<file path="src/rtl/riscv_types.sv">
// RISC-V encoding constants used by the load/store path.
//   LS_B/LS_H/LS_W : signed byte / half / word access (funct3)
//   LBU/LHU        : zero-extended byte / half loads (funct3)
package riscv_types;
  localparam logic [2:0] LS_B_fn3 = 3'b000;
  localparam logic [2:0] LS_H_fn3 = 3'b001;
  localparam logic [2:0] LS_W_fn3 = 3'b010;
  localparam logic [2:0] LBU_fn3  = 3'b100;
  localparam logic [2:0] LHU_fn3  = 3'b101;
endpackage

</file>
<file path="src/rtl/taiga_config.sv">
// Core-wide configuration constants shared by the reconfigurable array blocks.
//   XLEN : datapath width in bits (fixed at 32)
package taiga_config;
  localparam int XLEN = 32;
endpackage

</file>
<file path="src/rtl/rca_lsq_types.sv">
// Types shared by the load/store queue and its lane-alignment helper.
//   lsq_entry_t : one buffered request (byte address, store data, funct3, load flag)
//   lsq_state_t : memory-issue FSM states
package rca_lsq_types;
  import taiga_config::*;

  typedef struct packed {
    logic [XLEN-1:0] addr;
    logic [XLEN-1:0] data;
    logic [2:0]      fn3;
    logic            load;
  } lsq_entry_t;

  typedef enum logic [1:0] {
    IDLE      = 2'b00,
    ISSUE     = 2'b01,
    WAIT_LOAD = 2'b10
  } lsq_state_t;
endpackage

</file>
<file path="src/rtl/rca_lsq_align.sv">
// Combinational sub-word lane handling for the load/store queue.
//   fn3, off   : access size/sign and byte offset (addr[1:0]) of the request
//   st_data    : right-justified store data
//   rdata      : full memory word returned for a load
//   be, wdata  : byte enables and lane-replicated store data
//   ld_result  : extracted and sign/zero-extended load result
// Misaligned halves and words are forced to natural alignment.
module rca_lsq_align
  import taiga_config::*, riscv_types::*;
(
  input  logic [2:0]      fn3,
  input  logic [1:0]      off,
  input  logic [XLEN-1:0] st_data,
  input  logic [XLEN-1:0] rdata,
  output logic [3:0]      be,
  output logic [XLEN-1:0] wdata,
  output logic [XLEN-1:0] ld_result
);

  logic [7:0]  byte_sel;
  logic [15:0] half_sel;
  logic        sext;

  always_comb begin
    byte_sel  = rdata[{off, 3'b000} +: 8];
    half_sel  = rdata[{off[1], 4'b0000} +: 16];
    sext      = ~fn3[2];
    be        = 4'b1111;
    wdata     = st_data;
    ld_result = rdata;
    case (fn3)
      LS_B_fn3, LBU_fn3: begin
        be        = 4'b0001 << off;
        wdata     = {(XLEN/8){st_data[7:0]}};
        ld_result = {{(XLEN-8){sext & byte_sel[7]}}, byte_sel};
      end
      LS_H_fn3, LHU_fn3: begin
        be        = 4'b0011 << {off[1], 1'b0};
        wdata     = {(XLEN/16){st_data[15:0]}};
        ld_result = {{(XLEN-16){sext & half_sel[15]}}, half_sel};
      end
      default: begin
        be        = 4'b1111;
        wdata     = st_data;
        ld_result = rdata;
      end
    endcase
  end

endmodule

</file>
<file path="src/rtl/rca_lsq.sv">
// Load/store queue between the array's load/store OUs and the data-memory port.
// Requests are buffered in order and issued one at a time (at most one
// outstanding); load results come back on load_data with a one-cycle
// load_complete pulse.
//   clk, rst                      : clock, asynchronous active-high reset
//   addr/data/fn3/load/store      : request fields, qualified by new_request
//   lsq_full                      : no request can be accepted this cycle
//   load_data/load_complete       : extended load result and its valid pulse
//   mem_addr/mem_wdata/mem_be     : word address, replicated data, byte enables
//   mem_rd/mem_wr/mem_req/mem_ack : request qualifiers and handshake
//   mem_rdata/mem_rvalid          : read response
module rca_lsq
  import taiga_config::*, rca_lsq_types::*;
#(
  parameter int DEPTH = 4
) (
  input  logic            clk,
  input  logic            rst,
  input  logic [XLEN-1:0] addr,
  input  logic [XLEN-1:0] data,
  input  logic [2:0]      fn3,
  input  logic            load,
  input  logic            store,
  input  logic            new_request,
  output logic            lsq_full,
  output logic [XLEN-1:0] load_data,
  output logic            load_complete,
  output logic [XLEN-1:0] mem_addr,
  output logic [XLEN-1:0] mem_wdata,
  output logic [3:0]      mem_be,
  output logic            mem_rd,
  output logic            mem_wr,
  output logic            mem_req,
  input  logic            mem_ack,
  input  logic [XLEN-1:0] mem_rdata,
  input  logic            mem_rvalid
);

  localparam int PW = $clog2(DEPTH);
  localparam logic [PW-1:0] PTR_ONE    = PW'(1);
  localparam logic [PW:0]   CNT_ONE    = (PW+1)'(1);
  localparam logic [PW:0]   FULL_COUNT = (PW+1)'(DEPTH);

  lsq_entry_t      entries_q [DEPTH];
  lsq_entry_t      head;
  lsq_entry_t      new_entry;
  logic [PW-1:0]   wr_ptr_q, wr_ptr_d, rd_ptr_q, rd_ptr_d;
  logic [PW:0]     count_q, count_d;
  lsq_state_t      state_q, state_d;
  logic            enq, deq;

  logic [XLEN-1:0] mem_addr_q, mem_addr_d;
  logic [XLEN-1:0] mem_wdata_q, mem_wdata_d;
  logic [3:0]      mem_be_q, mem_be_d;
  logic            mem_rd_q, mem_rd_d;
  logic            mem_wr_q, mem_wr_d;
  logic            mem_req_q, mem_req_d;
  logic [XLEN-1:0] load_data_q, load_data_d;
  logic            load_complete_q, load_complete_d;

  logic [3:0]      head_be;
  logic [XLEN-1:0] head_wdata;
  logic [XLEN-1:0] ld_result;

  // Full is decoded from the registered count only, so a same-cycle dequeue
  // never frees a slot for that cycle's enqueue.
  assign lsq_full  = (count_q == FULL_COUNT);
  assign enq       = new_request && !lsq_full && (load ^ store);
  assign new_entry = '{addr: addr, data: data, fn3: fn3, load: load};
  assign head      = entries_q[rd_ptr_q];

  // The head stays in the queue until it retires, so the same entry drives
  // both the issue-side lanes and the load-side extraction.
  rca_lsq_align u_align (
    .fn3       (head.fn3),
    .off       (head.addr[1:0]),
    .st_data   (head.data),
    .rdata     (mem_rdata),
    .be        (head_be),
    .wdata     (head_wdata),
    .ld_result (ld_result)
  );

  always_comb begin
    state_d         = state_q;
    mem_addr_d      = mem_addr_q;
    mem_wdata_d     = mem_wdata_q;
    mem_be_d        = mem_be_q;
    mem_rd_d        = mem_rd_q;
    mem_wr_d        = mem_wr_q;
    mem_req_d       = mem_req_q;
    load_data_d     = load_data_q;
    load_complete_d = 1'b0;
    deq             = 1'b0;

    case (state_q)
      IDLE: begin
        if (count_q != '0) begin
          mem_addr_d  = {head.addr[XLEN-1:2], 2'b00};
          mem_be_d    = head_be;
          mem_wdata_d = head_wdata;
          mem_rd_d    = head.load;
          mem_wr_d    = ~head.load;
          mem_req_d   = 1'b1;
          state_d     = ISSUE;
        end
      end
      ISSUE: begin
        if (mem_ack) begin
          mem_req_d = 1'b0;
          if (mem_rd_q) begin
            state_d = WAIT_LOAD;
          end else begin
            deq     = 1'b1;
            state_d = IDLE;
          end
        end
      end
      WAIT_LOAD: begin
        if (mem_rvalid) begin
          load_data_d     = ld_result;
          load_complete_d = 1'b1;
          deq             = 1'b1;
          state_d         = IDLE;
        end
      end
      default: state_d = IDLE;
    endcase

    wr_ptr_d = enq ? wr_ptr_q + PTR_ONE : wr_ptr_q;
    rd_ptr_d = deq ? rd_ptr_q + PTR_ONE : rd_ptr_q;
    case ({enq, deq})
      2'b10:   count_d = count_q + CNT_ONE;
      2'b01:   count_d = count_q - CNT_ONE;
      default: count_d = count_q;
    endcase
  end

  always_ff @(posedge clk or posedge rst) begin
    if (rst) begin
      state_q         <= IDLE;
      wr_ptr_q        <= '0;
      rd_ptr_q        <= '0;
      count_q         <= '0;
      mem_addr_q      <= '0;
      mem_wdata_q     <= '0;
      mem_be_q        <= '0;
      mem_rd_q        <= 1'b0;
      mem_wr_q        <= 1'b0;
      mem_req_q       <= 1'b0;
      load_data_q     <= '0;
      load_complete_q <= 1'b0;
    end else begin
      state_q         <= state_d;
      wr_ptr_q        <= wr_ptr_d;
      rd_ptr_q        <= rd_ptr_d;
      count_q         <= count_d;
      mem_addr_q      <= mem_addr_d;
      mem_wdata_q     <= mem_wdata_d;
      mem_be_q        <= mem_be_d;
      mem_rd_q        <= mem_rd_d;
      mem_wr_q        <= mem_wr_d;
      mem_req_q       <= mem_req_d;
      load_data_q     <= load_data_d;
      load_complete_q <= load_complete_d;
    end
  end

  // Storage needs no reset: only entries between the pointers are ever read.
  always_ff @(posedge clk) begin
    if (enq) entries_q[wr_ptr_q] <= new_entry;
  end

  assign mem_addr      = mem_addr_q;
  assign mem_wdata     = mem_wdata_q;
  assign mem_be        = mem_be_q;
  assign mem_rd        = mem_rd_q;
  assign mem_wr        = mem_wr_q;
  assign mem_req       = mem_req_q;
  assign load_data     = load_data_q;
  assign load_complete = load_complete_q;

endmodule

</file>
<file path="config.mk">
export PLATFORM = sky130hd
export DESIGN_NAME = rca_lsq
export DESIGN_NICKNAME = d
export VERILOG_FILES = /design/src/rtl/riscv_types.sv /design/src/rtl/taiga_config.sv /design/src/rtl/rca_lsq_types.sv /design/src/rtl/rca_lsq_align.sv /design/src/rtl/rca_lsq.sv
export SDC_FILE = /design/constraint.sdc
export NUM_CORES = 1
export LEC_CHECK = 0
export CORE_UTILIZATION = 49
export DETAILED_ROUTE_END_ITERATION = 12
export PLACE_DENSITY = 0.76
export REMOVE_ABC_BUFFERS = 1
export SETUP_SLACK_MARGIN = 0.4
export SLEW_MARGIN = 20
export SYNTH_ARGS = -nofsm -noshare
export SYNTH_HDL_FRONTEND = slang
export SYNTH_SLANG_ARGS = --single-unit
</file>
<file path="constraint.sdc">
create_clock -name clk -period 3.9 [get_ports clk]
set_clock_uncertainty 0.05 [all_clocks]
set_input_delay 0.78 -clock clk [delete_from_list [all_inputs] [get_ports clk]]
set_output_delay 0.78 -clock clk [all_outputs]
set_load 0.1 [all_outputs]
</file>
## After elaboration in Yosys (flattened, before gate mapping)

Memories as Yosys holds them, arrays and structs flattened.
Index checks and enable logic that the tools add are counted.
W data, S select, Z words.

- $add $sub $neg: 4
- Eq/ne operators: 11
- Shifts and indexed selects: 4
- Multiplexer cells: 19
- Bitwise logic cells: 5
- Reductions and logical operators: 14

Operators by type and width:

| kind | count |
|---|---|
| $pmux W32 S2 | 2 |
| $shiftx A32 B6 Y16 | 1 |
| $shiftx A32 B6 Y8 | 1 |
| $eq A3 B3 Y1 const B | 3 |
| $mux W1 | 8 |
| $mux W2 | 4 |
| $pmux W4 S2 | 1 |
| $ne A2 B2 Y1 const B | 3 |
| $pmux W2 S3 | 1 |
| $pmux W3 S2 | 1 |
| $reduce_and A3 Y1 | 2 |
| $add A2 B1 Y2 const B | 2 |
| $eq A2 B1 Y1 const B | 2 |
| $eq A2 B2 Y1 const B | 2 |
| $pmux W1 S2 | 2 |
| $reduce_and A2 Y1 | 2 |
| $reduce_bool A2 Y1 | 2 |
| $reduce_or A2 Y1 | 2 |
| $shl A1 B2 Y4 const A | 1 |
| $shl A2 B2 Y4 const A | 1 |
| $add A3 B1 Y3 const B | 1 |
| $eq A3 B1 Y1 const B | 1 |
| $logic_not A3 Y1 | 1 |
| $reduce_bool A3 Y1 | 1 |
| other kinds (7) | 10 |

- Register bits: 111
- RAM bits: 272
- Input bits: 106
- Memories kept: 1

Memory list:

| name | words | width | read ports | clocked after memory_dff | wr ports | RTL line | source |
|---|---|---|---|---|---|---|---|
| entries_q | 4 | 68 | 1 | 0 | 1 | rca_lsq.sv:44 | `lsq_entry_t entries_q [DEPTH];` |

## Logic depth before layout (Yosys ltp)

Gate-level depths: netlist of the first run.

- Depth after elaboration: 6
- Depth in mapped cells: 12
- Mapped depth without buffers: 11

## By module

A second synthesis of the first run with hierarchy kept.

- Cell total of the unflattened synthesis: 962
- Area, all modules: 15507.4 um^2

Modules (own cells, without submodules):

| module | instances | cells an instance | area an instance (um^2) |
|---|---|---|---|
| rca_lsq | 1 | 776 | 14295.0 |
| rca_lsq_align | 1 | 186 | 1212.4 |

## Least setup slack after synthesis of the first run

Ideal clock, no wire load.

- Kind: flip-flop to flip-flop
- Start point: register count_q[0]
- End point: memory entries_q[0][0] (netlist bit), enable pin
- Setup time: 433 ps
- Arrival: 3060 ps
- Required time: 3417 ps
- Setup slack: 356 ps
- Stages on the path, launching flop included: 5
- Buffers on the path: 0
- Period minus slack after synthesis: 3544 ps
- Cells stage by stage: dfrtp_1 -> inv_1 -> and3_1 -> nor2_1 -> and2_1

- Word-level cells in the longest chain between the ends: 6

Ends and longest elaborated chain:

| item | RTL line | source |
|---|---|---|
| start, declared | rca_lsq.sv:48 | `logic [PW:0] count_q, count_d;` |
| start signal, assigned | rca_lsq.sv:157 | `count_q <= count_d;` |
| $eq A3 B3 Y1 | rca_lsq.sv:67 | `assign lsq_full = (count_q == FULL_COUNT);` |
| via lsq_full | rca_lsq.sv:25 | `output logic lsq_full,` |
| $logic_not A1 Y1 | rca_lsq.sv:68 | `assign enq = new_request && !lsq_full && (load ^ store);` |
| $logic_and A1 B1 Y1 (2 in series) | rca_lsq.sv:68 |  |
| $mux W1 | rca_lsq.sv:171 | `if (enq) entries_q[wr_ptr_q] <= new_entry;` |
| $mux W1 (not written as such) | rca_lsq.sv:171 |  |
| end, declared | rca_lsq.sv:44 |  |

The timed path passes the listed nets, and every way through them passes these cells.

## Worst setup path after layout of the first run

- Start point: register mem_wdata_q[26] (netlist: mem_wdata[26])
- End point: output mem_wdata[26]

RTL lines:

| item | RTL line | source |
|---|---|---|
| start, declared | rca_lsq.sv:53 | `logic [XLEN-1:0] mem_wdata_q, mem_wdata_d;` |
| start signal, assigned | rca_lsq.sv:159 | `mem_wdata_q <= mem_wdata_d;` |
| end, declared | rca_lsq.sv:29 | `output logic [XLEN-1:0] mem_wdata,` |

No word-level cell between the ends.

==> impl.org, run 1 <==
** STA
- Worst relative slew slack :: 29.56%
- After layout, the worst path uses 74.66% of the clock period.
- Actual slew at the worst max-slew pin :: 1.053 ns
- Unrepaired setup endpoints after global routing :: false
- Peak Freq :: 343.4 MHz
- The worst path meets setup with 0.9884 ns of slack.
- The count of final max-slew check failures was 0.
- Final hold violations :: 0
- For the finished layout, the period the worst path requires is 2.912 ns.
- Setup violations remaining at the end of the flow were counted as 0.

** CTS
- Buffers inserted during clock tree synthesis total 39.
- Post-CTS setup buffer count :: 0
- Number of sinks driven by the clock tree :: 383
- Hold Buf Count CTS :: 0
- The clock passes through at most 3 buffers.
- CTS root buf :: clkbuf_16
- The H-tree was split into 2 levels.
- TritonCTS built the clock tree.
- Clock-pin slew was measured on the worst setup and hold paths at 0.06 ns.
- Post-cts repair resize count :: 0
- For the worst-skew pair, the clock arrives at the later sink with an insertion delay of 0.53 ns.

** Route
- For this block, the routed nets add up to 34.12 mm of wire.
- The detailed router used layers up to and including met5.
- Avg WL per Cell :: 21.65 um
- Wire segments on met2 add up to 17.45 mm in the final route.
- The routed layout has 8846 vias.
- After detailed routing, the number of vias per cell comes to 5.613.
- The pre-antenna-repair detailed-routing pass consisted of 5 iterations.
- The count of nets left with antenna violations once routing finished came out at 0.
- Number of DRC violations after detailed-routing iteration 0 :: 721
- Met1 routed wirelength after detailed routing :: 13.19 mm
- After detailed routing, the met3 layer carries 2.873 mm of wire.
- DRC violation count after routing :: 0

** Setup path
- For this design, the slowest cell found on the critical path is clkdlybuf4s50_1.
- Reg2Reg Launch Point :: rd_ptr_q[0]
- The worst register-to-register path ends at load_data[28].
- For this run, the slowest stage of the critical path takes 1.19 ns.
- Maximum fanout encountered on the critical timing path :: 2
- The worst setup path is captured at an output port.
- Series of cell instances along the critical path :: clkdlybuf4s50_1
- Register-to-register setup slack :: 0.99 ns
- Crit-path leading delay family :: buffers and inverters
- For the worst setup path, the data required time is 3.07 ns.
- FF-to-FF path depth :: 5
- Worst Setup Path Type :: register to output port
- The number of buffers and inverters on the critical path is 1.
- Arrival time reported for the critical path endpoint :: 2.08 ns
- STA classifies the critical path startpoint as a register.

** Synthesis
- Cell type with the highest aggregate area in the netlist :: edfxtp_1
- Summed instance area of the synthesized netlist :: 15110 sq um
- For this run, asynchronously set or reset flops after synthesis account for 28.98%.
- Main flop type after synthesis :: edfxtp_1
- Post-synthesis sequential area ratio :: 72.44%
- After synthesis the netlist holds a flip-flop and latch count of 383.
- Average cell area after synthesis :: 16.09 sq um
- Counting flops with a built-in enable in the synthesized netlist gives 272.
- During synthesis, Yosys emitted a total of 0 warnings.
- Synth top area cells :: edfxtp_1 (54%), dfrtp_1 (18%), mux4_2 (10%), nand2_1 (4.4%), mux2i_1 (1.9%)
- Number of distinct standard cells referenced by the synthesized netlist :: 40
- Summed over its instances, the top area cell type makes up 54.06% of the synthesized netlist area.
- Gate count of the mapped netlist :: 939

** Layout
- In the layout the commonest cells are edfxtp_1 (272), clkdlybuf4s50_1 (207), nand2_1 (179), dfrtp_1 (109), mux4_2 (67).
- Final net count :: 1268
- The area growth from synthesis to layout is 26.30%.
- The filler cells instantiated in the layout total 2124.
- Of the cells placed in the final design, the portion with a size suffix greater than 1 is 14.86%.
- Most frequent standard cell in the layout excluding fill and tap cells :: edfxtp_1

** Die
- The initialized floorplan defines 63 standard-cell rows.
- Number of top-level pins :: 211
- Area of the core :: 29950 sq um
- From left edge to right edge, the die measures 177.6 um.
- Die area :: 31540 sq um
- Overall die height :: 177.6 um
- Starting density of the core :: 50.44%

** Placed design
- Once detailed placement completed, the half-perimeter wirelength came to 21.45 mm.
- Before CTS, the worst setup slack after placement is 0.7292 ns.
- Final estimated routing congestion in global placement :: 0.8573
- Port buffering added 208 buffers.

** GRT
- Global routing finished with a remaining overflow of 0.
- The via count of the first global-routing pass was 9184.
- Initial antenna violation count :: 3
- Entering global routing, the biggest net connects 76 pins.
- The first global-routing pass estimated 52.73 mm of wire.
- Global routing used 22.37% of the available tracks across all layers.

** Job
- Reported max-cap violation count :: 0

** Hold path
- Worst Min Path Start :: mem_wdata[4]
- The worst hold path passes through 2 cells.
- Hold crit path type :: register to register
- The worst hold path terminates at mem_wdata[4].

** Status
- Status :: finished clean
[worst register-to-register path, delay by kind of cell (launching register included)]
family | cells | cell delay, ns
flip-flops | 1 | 0.58
AO/OA/AOI/OAI | 3 | 0.96
multiplexers | 2 | 1.16
[registers in the layout, summed over array words and instances, names as in the netlist]
register / cells
entries_q: 272
mem_wr: 1
load_complete: 1
mem_req: 1
mem_wdata: 32
mem_be: 4
load_data: 32
wr_ptr_q: 2
mem_rd: 1
rd_ptr_q: 2
state_q: 2
mem_addr: 30
count_q: 3
[final cells by class]
cell class / instances / area [sq um] / share of cell area, %
Antenna cell: 2 / 5.005 / 0.02623
Clock buffer: 53 / 1100 / 5.763
Clock inverter: 19 / 265.3 / 1.390
Inverter: 15 / 58.81 / 0.3082
Multi-Input combinational cell: 487 / 3891 / 20.39
Tap cell: 390 / 488.0 / 2.557
Sequential cell: 383 / 10950 / 57.40
Timing Repair Buffer: 227 / 2322 / 12.17
[per-layer routing]
metal	GRT usage, %	up-vias
li1	-	3964
met1	28.47	4435
met2	38.61	396
met3	5.120	47
met4	5.983	4
met5	0	-
[cell usage after synthesis, drive strengths merged, types with 2 or more instances]
library cell and number:
edfxtp 272, nand2 179, dfrtp 111, mux4 67, nor2 49, o21ai 42, mux2i 29, buf 28
clkbuf 27, a21oi 25, a221oi 23, inv 15, a31oi 13, nor3 10, ha 8, o22ai 8
a21o 7, and2 5, xor2 4, xnor2 3, mux2 2, nand2b 2
[metrics by stage]
stage | util, % | area (sq um) | instances | hold WS, ns | setup TNS (ns)
5_1_grt | 63.70 | 19080 | 1575 | 0.4527 | 0
3_5_place_dp | 59.14 | 17710 | 1502 | 0.4115 | 0
2_1_floorplan | - | 14860 | 885 | 0.4064 | -120.58
6_report | 63.71 | 19080 | 1576 | 0.4213 | 0
3_3_place_gp | 59.14 | 17710 | 1502 | 0.4106 | 0
4_1_cts | 63.69 | 19080 | 1574 | 0.4269 | 0
[worst max-delay path by stage]
stage	slack [ns]	cells after the start	to	start
floorplan	-2.43	5	load_data[26]	rd_ptr_q[0]
global placement	0.78	6	entries_q[1][65]	load
detailed placement	0.73	6	entries_q[1][46]	load
CTS	0.95	1	mem_wdata[10]	mem_wdata[10]
global route	0.80	5	load_data[4]	rd_ptr_q[0]
finish	0.99	1	mem_wdata[26]	mem_wdata[26]
[cells by family after synthesis]
family | synth area share (%)
AO/OA/AOI/OAI | 5.722
XOR/XNOR | 0.4058
adder cells (fa/ha/maj) | 0.7950
buffers and inverters | 2.079
flip-flops | 72.44
multiplexers | 12.08
other | 0.02482
AND/OR/NAND/NOR | 6.451
Power of run 1 is not shown: default switching activity piles up to over one toggle a cycle in this logic, so the estimate is an artifact.
==> inputs of run 2 (changes only) <==
- clock period: 3.9 -> 2.6 ns (I/O delays scaled with it)
==> run 2 against run 1 <==
Net effect: final cell count rose by 2.2%; critical path depth is 6 higher; routed wire length rose by 4.7%; final area grew 2.0%; sequential share of layout area is 1.1 points lower; first-iteration DRC count is 11% lower; via count up 3.2%; flip-flop and latch count did not move; utilization up 1.2 points; die area is the same; global-route usage is 0.49 points higher; worst hold slack worse by 0.080 ns; critical path type is now register to register; critical endpoint is now load_data[6].
==> impl.org, run 2 (synthesized netlist as in run 1, its figures left out) <==
** Die
- The floorplan row count came to 63 (unchanged).
- Area of the core :: 29950 sq um (unchanged)
- Number of top-level pins :: 211 (unchanged)
- The die outline height is 177.6 um (unchanged).
- The initial cell density of the core came to 50.44% (unchanged).
- The die width came to 177.6 um (unchanged).
- Die area :: 31540 sq um (unchanged)

** Setup path
- Worst Setup Path Type :: register to register
- Required time of the worst setup path :: 2.99 ns (-0.08 ns)
- The worst setup path is captured at a register.
- The register-to-register setup slack came to 0.36 ns (-0.63 ns).
- The critical path data arrival time was 2.63 ns (+0.55 ns).
- The highest net fanout along the worst path came to 17 (+15).
- The worst setup path is launched from a register.

** Placed design
- Number of I/O port buffers :: 208 (unchanged)
- DP Cell Count :: 1522 (+1.3%)
- Final estimated routing congestion in global placement :: 0.8850 (+3.2%)
- The half-perimeter wire length of the detailed placement result is 22.14 mm (+3.2%).

** Status
- Status :: finished clean

** Route
- DR vias :: 9129 (+3.2%)
- Via/cell ratio :: 5.667 (+0.96%)
- DRC violation count after routing :: 0 (unchanged)
- Detailed-routing iteration count for the pre-antenna-repair pass :: 6 (+1)
- Final ANT Viol Nets :: 0 (unchanged)
- Aggregate routed wire length :: 35.72 mm (+4.7%)
- Avg WL per Cell :: 22.17 um (+2.4%)
- The detailed router's first-iteration violation count is 639 (-11%).

** STA
- Dividing the final minimum period by the clock period gives 86.20%.
- Actual slew at the worst max-slew pin :: 0.5485 ns (-0.5048 ns)
- The worst slew margin relative to its limit was 63.24% (+34 points).
- Slew Viols, Final :: 0 (unchanged)
- Final min period :: 2.241 ns
- Hold Worst Slack :: 0.3413 ns (-0.08007 ns)
- Number of endpoints failing setup at the final stage :: 0 (unchanged)
- For this run, the top clock speed supported by timing is 446.2 MHz.
- Final hold violations :: 0 (unchanged)
- Setup repair after global routing could not meet its margin everywhere.

** CTS
- Max Buffers Root-to-Sink :: 3 (unchanged)
- The tree is rooted in a clkbuf_16.
- The clock insertion delay at the later pin of the skew report is 0.53 ns (about the same).
- TritonCTS built the clock tree.
- Reg clk slew, reported paths :: 0.06 ns (about the same)
- Cts bufs inserted :: 39 (unchanged)
- Number of sinks driven by the clock tree :: 383 (unchanged)
- H-tree depth :: 2 (unchanged)

** Hold path
- Hold crit path type :: primary input to asynchronous set/reset pin

** Layout
- The flip-flop count of the largest register, all copies and words added is 272 (unchanged).
- Final instance count without filler cells :: 1611 (+2.2%)
- Number of fill cells in the layout :: 2041 (-3.9%)
- The layout cell share with drive strength beyond 1 is 27.46% (+13 points).
- From synthesis to final layout, the design area changed by 28.77%.
- Top register by number of flip-flops :: entries_q
- The final-stage net count is 1304 (+2.8%).
- Highest-count cells in the layout ignoring fill and taps :: edfxtp_1 (272), nand2_1 (178), buf_4 (132), dfrtp_1 (109), clkdlybuf4s50_1 (105)
- Utilization after layout :: 64.95% (+1.2 points)
- The library cell used most frequently in the layout, excluding fill and tap cells, is edfxtp_1.

** GRT
- Global Route Usage Sum :: 22.86% (+0.49 points)
- Initial antenna violation count :: 0 (-3)
- The sum of overflow across all layers after global routing came to 0 (unchanged).
- The global-route wire length before repair is 53.63 mm (+1.7%).
- Number of global-route vias before repair :: 9417 (+2.5%)
- Largest net degree at the start of global routing :: 62 (-18%)

** Job
- Reported max-cap violation count :: 0 (unchanged)
run 2: cell count changes in the layout (fill, tap and decap cells not counted), moves of 5 or more:
cell,change
a221oi_1,-6
buf_12,+13
a221oi_2,+5
buf_4,+120
clkdlybuf4s50_1,-102
clkinv_2,-6
run 2: area by class of cell:
class	count	area (sq um)	share of cell area [%]
repair buffers	263	2584	13.28
clock inverters	19	247.7	1.273
flip-flops and latches	383	10950	56.30
well taps	390	488.0	2.508
clock buffers	53	1080	5.550
multi-input cells	487	4040	20.77
diodes	1	2.502	0.01286
inverters	15	61.31	0.3151
run 2: worst paths after layout:
kind,start,to,cells past startpoint
worst max-delay path,rd_ptr_q[0],load_data[6],7
worst min-delay path,rst,load_data[1],2
worst max register to register,rd_ptr_q[0],load_data[6],7
worst min register to register,mem_addr[7],mem_addr[7],2
max in group asynchronous,rst,mem_wdata[9],3
min in group clk,mem_addr[7],mem_addr[7],2
run 2: metrics by stage:
step                      setup WS, ns  TNS [ns]  area [sq um]
after floorplan                 -3.728   -602.52         14860
after global placement          0.1066         0         17730
after detailed placement       0.05874         0         17730
after CTS                       0.3475         0         19280
after global routing            0.2848         0         19450
final                           0.3587         0         19460
run 2: routing by layer:
layer	global-route usage, %	part of all wire [%]
met5	0	0
met4	5.662	1.6
met3	5.591	8.7
met2	39.60	51
met1	28.89	39
run 2: timing repair:
| item | CTS | global route |
|---|---|---|
| setup endpoints to repair | 45 | 39 |
| buffers inserted | 6 | 7 |
| gates cloned | 1 | 2 |
| resized for setup | 25 | 16 |
| pin swaps | 9 | 10 |
| hold buffers | 0 | 0 |
run 2: worst max-delay path, stage by stage, from the launching register on:
cell	delay, ns
dfrtp_4	0.50
buf_12	0.15
mux4_2	0.51
nand2b_1	0.19
buf_6	0.17
a22oi_4	0.30
o22ai_2	0.14
a21oi_1	0.14
Power of run 2 is left out for the same reason.
